`src/rtl/nunchuck_led_cursor.sv`:
```
// -----------------------------------------------------------------------------
// nunchuck_led_cursor
//
// Purpose:
//   Turns the Nunchuck joystick X axis into a cursor on a 10-LED bar.
//   The cursor position (0..9) blinks. It moves in steps, one per motion tick,
//   and the stick sets both the direction and the speed of motion:
//     - inside the dead-zone, the cursor does not move;
//     - a moderate deflection steps every other tick;
//     - a large deflection steps every tick.
//   The Z button toggles a persistent mark under the cursor.
//   The C button clears all marks.
//
// Ports:
//   clk      in   1   system clock
//   rst      in   1   asynchronous reset, active low
//   stick_x  in   8   joystick X from the Nunchuck driver, 128 = centre
//   z        in   1   Z button, 1 = pressed, asynchronous to clk
//   c        in   1   C button, 1 = pressed, asynchronous to clk
//   leds     out  10  registered LED drive (marks XOR blinking cursor)
// -----------------------------------------------------------------------------
module nunchuck_led_cursor #(
    parameter int TICK_DIV    = 5_000_000,
    parameter int DEADZONE    = 24,
    parameter int FAST_THRESH = 96,
    parameter int BLINK_TICKS = 4
) (
    input  logic       clk,
    input  logic       rst,
    input  logic [7:0] stick_x,
    input  logic       z,
    input  logic       c,
    output logic [9:0] leds
);

    localparam int              CNT_W     = $clog2(TICK_DIV);
    localparam logic [CNT_W-1:0] CNT_LAST = CNT_W'(TICK_DIV - 1);
    localparam int              BLK_W     = (BLINK_TICKS > 1) ? $clog2(BLINK_TICKS) : 1;
    localparam logic [BLK_W-1:0] BLK_LAST = BLK_W'(BLINK_TICKS - 1);
    localparam logic [8:0]      DZ_MAG    = 9'(DEADZONE);
    localparam logic [8:0]      FAST_MAG  = 9'(FAST_THRESH);
    localparam logic [3:0]      POS_MAX   = 4'd9;

    typedef enum logic [1:0] {
        S_IDLE,
        S_SLOW,
        S_FAST
    } state_t;

    typedef enum logic [1:0] {
        DIR_NONE,
        DIR_LEFT,
        DIR_RIGHT
    } dir_t;

    // -------------------------------------------------------------------------
    // Motion-tick prescaler
    // -------------------------------------------------------------------------
    logic [CNT_W-1:0] cnt;
    logic             tick;

    assign tick = (cnt == CNT_LAST);

    always_ff @(posedge clk or negedge rst) begin
        if (!rst) begin
            cnt <= '0;
        end else if (tick) begin
            cnt <= '0;
        end else begin
            cnt <= cnt + CNT_W'(1);
        end
    end

    // -------------------------------------------------------------------------
    // Stick decode.
    // The stick value is used only on a tick, so it is effectively sampled
    // there. dev is signed 9-bit.
    // For stick_x = 0, dev = -128. Its magnitude is 128, which still fits in
    // the 9-bit magnitude.
    // -------------------------------------------------------------------------
    logic [8:0] dev;
    logic [8:0] mag;
    dir_t       dir;
    logic       is_fast;

    assign dev     = {1'b0, stick_x} - 9'd128;
    assign mag     = dev[8] ? (9'd0 - dev) : dev;
    assign is_fast = (mag > FAST_MAG);

    always_comb begin
        dir = DIR_NONE;
        if (mag > DZ_MAG) begin
            dir = dev[8] ? DIR_LEFT : DIR_RIGHT;
        end
    end

    // Saturating single step of the cursor; never wraps past either end.
    function automatic logic [3:0] step_pos(input logic [3:0] p, input dir_t d);
        if (d == DIR_RIGHT && p < POS_MAX) begin
            return p + 4'd1;
        end else if (d == DIR_LEFT && p != 4'd0) begin
            return p - 4'd1;
        end else begin
            return p;
        end
    endfunction

    // -------------------------------------------------------------------------
    // Motion FSM.
    // phase paces slow stepping. When phase = 1, the next slow tick is a
    // skip. last_dir detects a LEFT<->RIGHT reversal; a reversal always steps
    // immediately, so the cursor responds at once.
    // -------------------------------------------------------------------------
    state_t     state;
    logic [3:0] pos;
    logic       phase;
    dir_t       last_dir;

    always_ff @(posedge clk or negedge rst) begin
        if (!rst) begin
            state    <= S_IDLE;
            pos      <= 4'd0;
            phase    <= 1'b0;
            last_dir <= DIR_NONE;
        end else if (tick) begin
            case (state)
                S_IDLE: begin
                    if (dir != DIR_NONE) begin
                        pos      <= step_pos(pos, dir);
                        last_dir <= dir;
                        if (is_fast) begin
                            state <= S_FAST;
                            phase <= 1'b0;
                        end else begin
                            state <= S_SLOW;
                            phase <= 1'b1;
                        end
                    end
                end

                S_SLOW: begin
                    if (dir == DIR_NONE) begin
                        state <= S_IDLE;
                        phase <= 1'b0;
                    end else if (is_fast) begin
                        state    <= S_FAST;
                        pos      <= step_pos(pos, dir);
                        last_dir <= dir;
                        phase    <= 1'b0;
                    end else if (dir != last_dir) begin
                        pos      <= step_pos(pos, dir);
                        last_dir <= dir;
                        phase    <= 1'b1;
                    end else begin
                        if (!phase) begin
                            pos <= step_pos(pos, dir);
                        end
                        phase <= ~phase;
                    end
                end

                S_FAST: begin
                    if (dir == DIR_NONE) begin
                        state <= S_IDLE;
                        phase <= 1'b0;
                    end else if (is_fast) begin
                        pos      <= step_pos(pos, dir);
                        last_dir <= dir;
                    end else begin
                        // Downshift: normally no step on this tick. A
                        // reversal still steps now in the new direction.
                        state    <= S_SLOW;
                        phase    <= 1'b1;
                        last_dir <= dir;
                        if (dir != last_dir) begin
                            pos <= step_pos(pos, dir);
                        end
                    end
                end

                default: begin
                    state <= S_IDLE;
                    phase <= 1'b0;
                end
            endcase
        end
    end

    // -------------------------------------------------------------------------
    // Button synchronisers and rising-edge detectors.
    // All history flops reset to 1. A button held through reset then looks
    // like it was already pressed, so it cannot fire an edge on release of
    // reset.
    // -------------------------------------------------------------------------
    logic z_meta, z_sync, z_prev;
    logic c_meta, c_sync, c_prev;
    logic z_edge, c_edge;

    always_ff @(posedge clk or negedge rst) begin
        if (!rst) begin
            z_meta <= 1'b1;
            z_sync <= 1'b1;
            z_prev <= 1'b1;
            c_meta <= 1'b1;
            c_sync <= 1'b1;
            c_prev <= 1'b1;
        end else begin
            z_meta <= z;
            z_sync <= z_meta;
            z_prev <= z_sync;
            c_meta <= c;
            c_sync <= c_meta;
            c_prev <= c_sync;
        end
    end

    assign z_edge = z_sync & ~z_prev;
    assign c_edge = c_sync & ~c_prev;

    // -------------------------------------------------------------------------
    // Mark mask.
    // cursor_onehot is decoded from the current pos register. A Z edge in
    // the same cycle as a step therefore marks the LED the cursor is leaving.
    // Clear takes priority over toggle.
    // -------------------------------------------------------------------------
    logic [9:0] cursor_onehot;
    logic [9:0] mask;

    always_comb begin
        cursor_onehot = '0;
        for (int i = 0; i < 10; i++) begin
            cursor_onehot[i] = (pos == 4'(i));
        end
    end

    always_ff @(posedge clk or negedge rst) begin
        if (!rst) begin
            mask <= '0;
        end else if (c_edge) begin
            mask <= '0;
        end else if (z_edge) begin
            mask <= mask ^ cursor_onehot;
        end
    end

    // -------------------------------------------------------------------------
    // Cursor blink: blink_on toggles on every BLINK_TICKS-th tick.
    // -------------------------------------------------------------------------
    logic [BLK_W-1:0] blink_cnt;
    logic             blink_on;

    always_ff @(posedge clk or negedge rst) begin
        if (!rst) begin
            blink_cnt <= '0;
            blink_on  <= 1'b0;
        end else if (tick) begin
            if (blink_cnt == BLK_LAST) begin
                blink_cnt <= '0;
                blink_on  <= ~blink_on;
            end else begin
                blink_cnt <= blink_cnt + BLK_W'(1);
            end
        end
    end

    // -------------------------------------------------------------------------
    // Registered LED drive. The cursor LED shows its mark inverted while
    // blink_on is high.
    // -------------------------------------------------------------------------
    always_ff @(posedge clk or negedge rst) begin
        if (!rst) begin
            leds <= '0;
        end else begin
            leds <= mask ^ (blink_on ? cursor_onehot : 10'd0);
        end
    end

endmodule

```
`config.mk`:
```
export PLATFORM = sky130hd
export DESIGN_NAME = nunchuck_led_cursor
export DESIGN_NICKNAME = d
export VERILOG_FILES = /design/src/rtl/nunchuck_led_cursor.sv
export SDC_FILE = /design/constraint.sdc
export NUM_CORES = 1
export LEC_CHECK = 0
export CAP_MARGIN = 0
export CORE_UTILIZATION = 45
export CTS_CLUSTER_DIAMETER = 80
export DETAILED_ROUTE_END_ITERATION = 7
export GPL_TIMING_DRIVEN = 0
export PLACE_DENSITY_LB_ADDON = 0.3
export SLEW_MARGIN = 10
export SYNTH_ARGS = -nofsm -noshare
export SYNTH_HDL_FRONTEND = slang
export SYNTH_SLANG_ARGS = --single-unit
export TNS_END_PERCENT = 100
```
`constraint.sdc`:
```
create_clock -name clk -period 2.5 [get_ports clk]
set_input_delay 0.5 -clock clk [delete_from_list [all_inputs] [get_ports clk]]
set_output_delay 0.5 -clock clk [all_outputs]
set_load 0.05 [all_outputs]
```
# Word level (Yosys, flattened, before mapping)
# Index checks and enable logic that the tools add are counted.
word_totals:
  reg_bits: 61
  in_bits: 12
  out_inout_bits: 10
  elab_cells: 110
classes:
  add_sub_neg: 6
  order_cmp: 3
  eq_ne: 24
  mux: 40
  n_bitwise: 8
  n_reduce_logical: 14
ops:
  columns: ["op", "n"]
  rows:
  - ["$mux W4", 10]
  - ["$mux W10", 3]
  - ["$mux W2", 14]
  - ["$add A23 B1 Y23 const B", 1]
  - ["$eq A23 B23 Y1 const B", 1]
  - ["$mux W23", 1]
  - ["$xor A10 B10 Y10", 2]
  - ["$eq A4 B3 Y1 const B", 4]
  - ["$ne A3 B3 Y1 const B", 4]
  - ["$pmux W2 S3", 2]
  - ["$pmux W4 S3", 1]
  - ["$gt A9 B5 Y1 const B", 1]
  - ["$gt A9 B7 Y1 const B", 1]
  - ["$mux W9", 1]
  - ["$sub A1 B9 Y9 const A", 1]
  - ["$sub A8 B8 Y9 const B", 1]
  - ["$eq A4 B2 Y1 const B", 2]
  - ["$eq A4 B4 Y1 const B", 2]
  - ["$mux W1", 7]
  - ["$reduce_and A7 Y1", 1]
  - ["$eq A2 B2 Y1 const B", 3]
  - ["$ne A2 B2 Y1 const B", 3]
  - ["$reduce_and A6 Y1", 1]
  - ["$add A4 B1 Y4 const B", 1]
  - ["19 further kinds", 27]

# Logic depth before layout (Yosys ltp)
logic_depth:
  ltp_word: 14
  mapped_depth: 10

# Least setup slack after synthesis
# OpenSTA, ideal clock, no wires.
synth_path:
  kind: "input -> register"
  start: "input stick_x[0]"
  end: "register last_dir[1]"
  setup_ns: 0.125
  arrival_ns: 2.412
  required_time_ns: 2.375
  setup_slack_ns: -0.037
  stages: 10
  path_cell_list: "inv_1 ha_1 nor2b_2 nor3_1 a211oi_2 a2111o_1 a31oi_4 o21ai_1 nand2_1 mux2_2"
synth_between:
  elab_chain_cells: 9
  elab_cells_between_ends: 21
  cone_classes: "2 x add/sub; 2 x order compare; 5 x eq/ne; 9 x mux; 3 x reduce/logical"
synth_lines:
  columns: ["element", "line", "source"]
  rows:
  - ["start: declaration", "30", "input logic [7:0] stick_x,"]
  - ["$sub A8 B8 Y9 *", "86", "assign dev = {1'b0, stick_x} - 9'd128;"]
  - ["$sub A1 B9 Y9", "87", "assign mag = dev[8] ? (9'd0 - dev) : dev;"]
  - ["$mux W9", "87", null]
  - ["$gt A9 B5 Y1", "92", "if (mag > DZ_MAG) begin"]
  - ["$mux W2", "92", null]
  - ["$mux W2", "150", "end else if (dir != last_dir) begin"]
  - ["$mux W2", "145", "end else if (is_fast) begin"]
  - ["$mux W2", "142", "if (dir == DIR_NONE) begin"]
  - ["$pmux W2 S3", "126", "case (state)"]
  - ["end signal: assignment", "130", "last_dir <= dir;"]
  - ["end signal: assignment", "148", "last_dir <= dir;"]
  - ["end signal: assignment", "152", "last_dir <= dir;"]
  - ["end: declaration", "117", "dir_t last_dir;"]
# Mark *: on every way between the ends. The rest lies on a longest branch, timed or not. The select of a mux whose other input is x is not followed.
# A chain may end at the register's enable or synchronous reset.

# Worst setup path after layout
# Ends and elaborated chain as after synthesis.

==> impl_results.md <==
- Status: finished clean
- Final ANT Viol Nets: 0
- Drt total wl: 6.06 mm
- Setup Skew: 0.00874 ns
- Asr flop ratio synth: 1.00
- Post-Synth XOR/XNOR Area: 0.133
- CP endpoint kind: flip-flop
- Critical path class: in2reg
- Slew @ Worst Pin: 0.734 ns
- Vias/cell: 5.21
- Peak Freq: 416 MHz
- Core Footprint: 0.00687 mm2
- Synth top area cells: dfrtp_1, xnor2_1, xor2_1
- RSZ-0062 raised after global routing: no
- Rows: 30
- Largest family of logic cells by synthesized area: simple AND/OR/NAND/NOR gates
- Mux cell area share after synthesis: 0.0197
- Seq/Total Area, Yosys: 0.474
- Total die area: 0.00753 mm2
- Fin crit share: 0.961
- Simple-Gate Fraction of Synth Area: 0.213
- Ys flop type: dfrtp_1
- Sw Share: 0.239
- Max Root-Sink Buffers: 2
- Final instance area: 0.00390 mm2
- Final Critical Period: 2.40 ns
- Synthesized Nets: 337
- Pwr Total: 2.06 mW
- Rel. slew slack: 0.511
- MaxCap Viol Count: 0
- Clock power share: 0.422
- PwrDens: 528 mW/mm2
- Yosys top cell area share: 0.425
- Remaining DRCs: 0
- Yosys cell types: 57
- Logic pwr share: 0.086
- PortBufs: 20
- Largest net degree at the start of global routing: 62
- WL/cell: 13.2 um
- Setup TNS: 0 ns
- Sink Count: 61
- Worst path slowest cell: a2111o_1
- Vias in the first global route: 2325
- Worst Hold Slack: 0.223 ns
- Synthesized flop and latch total: 61
- P&R area growth vs syn: 20.4%
- Syn avg cell area: 10.2 um2
- Htree depth: 3
- Post-Synth Adder-Cell Area: 0.0309
- Hold-fix buffers, CTS: 0
- Final antenna diode count: 0
- Synth Warn #: 0
- Final Setup Violations: 0
- Initial antenna violation count: 0
- CTS Root Cell: clkbuf_8
- Die Wd: 86.8 um
- Static Leak: 1.69 nW
- Data required, critical path: 2.72 ns
- Global-route usage over all layers: 0.181
- Pins Over Slew Limit: 0
- Area of placed instances: 0.00356 mm2
- GP Congestion: 0.868
- CP top delay family: compound AO/OA/AOI/OAI gates
- Initial DRC count: 93
- CTS tree: done
- Synth Instances: 317
- Number of top-level pins: 22
- Synth Area in Compound Gates: 0.0990
- TritonRoute pass-1 iters: 4
- Final nets: 377
- Cells along the critical path: clkdlybuf4s15_2 -> inv_2 -> ha_4 -> nor3_2 -> a21oi_1 -> a2111o_1 -> a31oi_4 -> o21ai_1 -> nand2_1 -> mux2_2
- First-pass GRT wire length: 10.5 mm
- CTS Buf Count: 9
- Initial Util: 0.471
- Maximum VDD drop: 0.000252 V
- Tightest Hold Check Type: in2async
- Setup crit start kind: input pin
- Internal: 1.57 mW
- Buf/Inv on CP: 2
- Share of cells above drive strength 1: 0.180
- EDFF count, synth: 0
- Crit-path max cell delay: 0.48 ns
- Clock Latency Late Sink: 0.34 ns
- Synth area leader: dfrtp_1
- Synth Cell Area: 0.00324 mm2
- Reg power frac: 0.492
- Clock slew at reported path FFs: 0.07 ns
- CP max FO: 4
- Global route total overflow: 0
- Net switching power: 0.493 mW
- Hpwl dp: 4.12 mm
- Worst EP arrival: 2.62 ns
- Fin. Hold Viols: 0
- Via count: 2385
- Die Y: 86.8 um
- FF-to-FF setup slack: 0.17 ns
-- power groups by stage --
stage | Sequential (mW) | Combinational [mW] | Clock [mW]
after floorplan | 1.04 | 0.0819 | 0
after global placement | 1.03 | 0.157 | 0
after detailed placement | 1.03 | 0.160 | 0
after CTS | 1.01 | 0.172 | 0.896
after global routing | 1.01 | 0.194 | 0.936
final | 1.01 | 0.176 | 0.869
-- cells by family after synthesis --
family                   Yosys count
AND/OR/NAND/NOR                  134
multiplexers                       6
flip-flops                        61
adder cells (fa/ha/maj)            8
buffers and inverters             22
XOR/XNOR                          49
AO/OA/AOI/OAI                     37
-- worst register-to-register path: stages (launching register included) --
cell and delay, ns:
dfrtp_1 0.39, ha_1 0.19, and3_1 0.22, nand3_2 0.16
or4_1 0.61, nor3_2 0.28, and3_4 0.24, mux2i_1 0.17
-- routing by layer --
layer | global-route usage | share of wire | up-vias
met5 | 0 | 0 | -
met4 | 0.0848 | 0.012 | 0
met3 | 0.0410 | 0.024 | 5
met2 | 0.300 | 0.51 | 38
met1 | 0.225 | 0.46 | 1171
li1 | - | - | 1171
-- cell type report --
type	instances	area, um2
Sequential cell	61	1530
Fill cell	590	2970
Clock buffer	11	141
Multi-Input combinational cell	234	1680
Clock inverter	5	60.1
Tap cell	96	120
Buffer	9	52.6
Timing Repair Buffer	29	255
Inverter	13	48.8
-- through the flow --
stage / instances / util / worst slack (ns)
floorplan: 317 / - / 0.0184
global route: 458 / 0.567 / 0.00790
detailed placement: 433 / 0.518 / -0.756
global placement: 433 / 0.518 / -0.924
finish: 458 / 0.567 / 0.0967
CTS: 457 / 0.560 / 0.0205
-- repair_timing --
item	CTS	global route
setup buffers	8	1
setup endpoints to repair	7	17
pin swaps	5	1
cloned	0	0
gates resized for setup	16	11
-- placed cells by master (no fill, tap or decap), types with 5 or more instances in the layout --
cell,instances
dfstp_2,6
clkbuf_8,11
dfrtp_1,55
nand4_1,5
and3_1,6
clkbuf_1,7
buf_4,10
dlygate4sd2_1,5
xnor2_1,26
nand3_1,20
a21oi_1,6
nor2_1,36
nand2_1,28
nor3_1,7
xor2_1,23
ha_1,7
clkdlybuf4s50_1,12
inv_1,11
-- flip-flops by register name, summed over array words and instances, names as in the netlist, 2 cells and up --
signal     flops
leds          10
mask          10
last_dir       2
state          2
blink_cnt      2
cnt           23
pos            4
-- final timing paths --
kind / startpoint / to / cells after the start
setup / recovery: stick_x[0] / last_dir[1] / 10
hold / removal: rst / leds[0] / 1
setup reg to reg: cnt[0] / pos[1] / 7
hold reg to reg: z_meta / z_sync / 0
max in group asynchronous: rst / state[1] / 1
min in group clk: z_meta / z_sync / 0
-- cells in the mapped netlist, types with 5 or more instances --
library cell	count
nor4b_1	5
nand4_1	5
ha_1	8
a21oi_1	8
nor2_1	36
xor2_1	23
dfstp_2	6
nor3_1	11
nand3_1	21
dfrtp_1	55
xnor2_1	26
clkbuf_1	7
nand2_1	28
and3_1	6
inv_1	13
Power figures use the tool's default switching activity.
==> variant 1, RTL diff (same flow settings) <==
The parameter `BLINK_TICKS` goes from 4 to 2.
--- a/src/rtl/nunchuck_led_cursor.sv
+++ b/src/rtl/nunchuck_led_cursor.sv
@@ -23,7 +23,7 @@
     parameter int TICK_DIV    = 5_000_000,
     parameter int DEADZONE    = 24,
     parameter int FAST_THRESH = 96,
-    parameter int BLINK_TICKS = 4
+    parameter int BLINK_TICKS = 2
 ) (
     input  logic       clk,
     input  logic       rst,
Formal check against the unedited RTL: same outputs for any inputs over 10 cycles, from zero or initial values and one cycle with rst low; that may be too few to reach the edited logic, so the function may still have changed.
==> variant 1 against the original RTL <==
  * The run now ends with DRC, setup timing left
  * Maximum frequency shrank 4.2%
  * Cell area decreased by 4.9%
  * Combinational power decreased by 2%
  * Sequential share of layout area is 1.4 points higher
  * Power fell by 0.72%
  * Wire length down 13%
  * Setup slack got worse by 0.11 ns
  * Die area fell by 5.8%
  * Largest power group unchanged
  * Area after synthesis fell by 6.0%
  * Synthesized cell count shrank 6.9%
  * Sequential cell count fell by 1
==> variant 1: results (changes against the original RTL) <==
stage,metric,value,unit,change
clock_network,cts_setup_buffers,7,,-1
power_and_ir_drop,p_comb_share,8.4,%,-0.2 points
synth,synthTopCellsByArea,"dfrtp_1 (44%), xnor2_1 (6.9%), xor2_1 (6.6%)",,
timing,setup_viol,1,,+1
global_route,grt_max_degree,61,,-1.6%
synth,synthTopCellsByCount,"dfrtp_1 (54), nor2_1 (33), nand2_1 (24), xnor2_1 (24), xor2_1 (23)",,
synth,synthAdderAreaFrac,2.88,%,-0.22 points
placement,port_buffers,21,,+5.0%
power_and_ir_drop,leakagePower,1.67,nW,-1.4%
global_route,grt_pass1_wl,9290,um,-12%
clock_network,ctsResizeCount,26,,+10
run_status,status,"finished, violations left",,
placement,dp.final_hpwl,3730,um,-9.5%
setup_path,path_max_fanout,5,,+1
synth,ys_types,46,,-19%
setup_path,startpoint,stick_x[1],,
placement,placed_cell_area,0.00338,mm2,-5.1%
global_route,grt_pass1_vias,2074,,-11%
global_route,grtUsageMet3,3.24,%,-0.85 points
global_route,use_met1,20.2,%,-2.2 points
placement,place_ws,-1.10,ns,-0.348 ns
final_layout,drive_gt1_share,17.5,%,-0.46 points
global_route,grtUsageMet2,27.9,%,-2.1 points
run_status,violations,"DRC, setup timing",,
synth,synth_compound_area_share,8.92,%,-0.98 points
placement,dp.cells,393,,-9.2%
setup_path,cpPeakStageDelay,0.40,ns,-0.08 ns
power_and_ir_drop,p_clk_share,42.5,%,+0.3 points
timing,fin_ws,-0.00952,ns,-0.106 ns
final_layout,final_cell_count_no_fill,420,,-8.3%
drt,drc,6,,+6
-- variant 1: worst paths after layout --
kind | to | depth (start not counted)
worst min register to register | c_sync$_DFF_PN1_ | 0
worst min-delay path | leds[0]$_DFF_PN0_ | 1
max in group asynchronous | last_dir[0]$_DFFE_PN0P_ | 1
min in group clk | c_sync$_DFF_PN1_ | 0
worst max register to register | pos[1]$_DFFE_PN0P_ | 9
worst max-delay path | last_dir[1]$_DFFE_PN0P_ | 11
-- variant 1: area by class of cell --
cell class	count	area (um2)
Multi-Input combinational cell	215	1500
Fill cell	557	2720
Tap cell	77	96.3
Inverter	13	66.3
Sequential cell	60	1510
Timing Repair Buffer	32	303
Buffer	7	30.0
Clock buffer	9	124
Clock inverter	7	75.1
-- variant 1: routing by layer --
layer | vias up | part of all wire [%]
met3 | 9 | 2.6
met2 | 26 | 49
met1 | 1028 | 47
li1 | 1084 | -
met5 | - | 0
met4 | 0 | 1.4
==> variant 2, RTL diff (config.mk and constraints unchanged) <==
Made on the original files. The 3 values of `dir_t` get a one-hot encoding in 3 bits.
--- a/src/rtl/nunchuck_led_cursor.sv
+++ b/src/rtl/nunchuck_led_cursor.sv
@@ -47,10 +47,10 @@
         S_FAST
     } state_t;
 
-    typedef enum logic [1:0] {
-        DIR_NONE,
-        DIR_LEFT,
-        DIR_RIGHT
+    typedef enum logic [2:0] {
+        DIR_NONE  = 3'b001,
+        DIR_LEFT  = 3'b010,
+        DIR_RIGHT = 3'b100
     } dir_t;
 
     // -------------------------------------------------------------------------
Formal check against the unedited RTL: no difference found for any inputs over 10 cycles, from zero or initial values and one cycle with rst low; not proved beyond that.
==> variant 2 against the original RTL <==
  * Global-route usage is 0.17 points lower
  * The run now ends with DRC left
  * Power is 5.8% lower
  * Cell area is 2.6% lower
  * Area after synthesis is 4.6% lower
  * Core utilization is 1.7 points higher
  * Wire length is 4.9% lower
  * Sequential cell count is 1 higher
  * Critical path type unchanged
  * Setup slack worse by 0.069 ns
==> variant 2: results (changes against the original RTL) <==
stage,metric,value,unit,change
placement,dp.cells,396,,-8.5%
final_layout,nNonClkInverters,12,,-1
final_layout,fill_cells,554,,-6.1%
placement,placed_cell_area,0.00343,mm2,-3.6%
final_layout,syn_to_final_growth,23.0,%,
power_and_ir_drop,leakagePower,1.64,nW,-3.4%
setup_path,slowest_stage,or4b_1,,
synth,synthTopCellsByArea,"dfrtp_1 (45%), xor2_1 (7.1%), xnor2_1 (6.8%)",,
placement,port_buffers,19,,-5.0%
final_layout,buffers,35,,-7.9%
synth,ys_types,46,,-19%
drt,drt-total-wl,5760,um,-4.9%
timing,holdWs,0.229,ns,+0.00603 ns
final_layout,clkbuf_count,12,,+1
synth,synthTopCellsByCount,"dfrtp_1 (55), nor2_1 (35), nand2_1 (25), xor2_1 (25), xnor2_1 (24)",,
setup_path,worstRegToRegCells,8,,+1
run_status,violations,DRC,,
timing,fin_crit,2.47,ns,+0.0689 ns
timing,fin_skew,0.00850,ns,-0.000241 ns
final_layout,buf_share,7.88,%,-0.017 points
final_layout,multi_input_area_share,42.3,%,-0.91 points
final_layout,seqAreaFraction,41.1,%,+1.8 points
drt,drt_iter0_drc,77,,-17%
run_status,status,"finished, violations left",,
final_layout,final_cell_count_no_fill,421,,-8.1%
final_layout,clock_area_share,4.42,%,-0.75 points
drt,drt_pass1_iterations,8,,+4
drt,drc,2,,+2
timing,worst_pin_slew,0.733,ns,-0.000339 ns
power_and_ir_drop,p_int,1.46,mW,-6.5%
setup_path,endpoint,pos[2]$_DFFE_PN0P_,,
floorplan,die_area,0.00719,mm2,-4.5%
global_route,grtUsageMet3,3.83,%,-0.26 points
final_layout,layout.nets,359,,-4.8%
setup_path,reg2reg_to,pos[3]$_DFFE_PN0P_,,
final_layout,drive_gt1_share,18.3,%,+0.36 points
variant 2: cell families (layout without fill, tap and decap cells):
| logic type | after synthesis | in the layout | share of synthesized area (%) |
|---|---|---|---|
| compound gates | 25 | 25 | 6.25 |
| flops | 62 | 62 | 50.6 |
| buf+inv | 19 | 63 | 2.31 |
| fa+ha+maj | 8 | 8 | 3.24 |
| mux | 7 | 7 | 2.39 |
| xor+xnor | 49 | 49 | 13.9 |
| simple gates | 130 | 130 | 21.3 |
variant 2: repair_timing:
item                                    in CTS  in global routing
pin swaps                                    7                 12
endpoints found under the setup margin      10                  9
gates resized for setup                     25                 22
setup buffers                                5                  4
hold buffers                                 0                  0
variant 2: metal layers:
layer / vias up / routed length [um]
li1: 1094 / -
met1: 1078 / 2810
met2: 33 / 2670
met3: 17 / 123
met4: 0 / 159
met5: - / 0
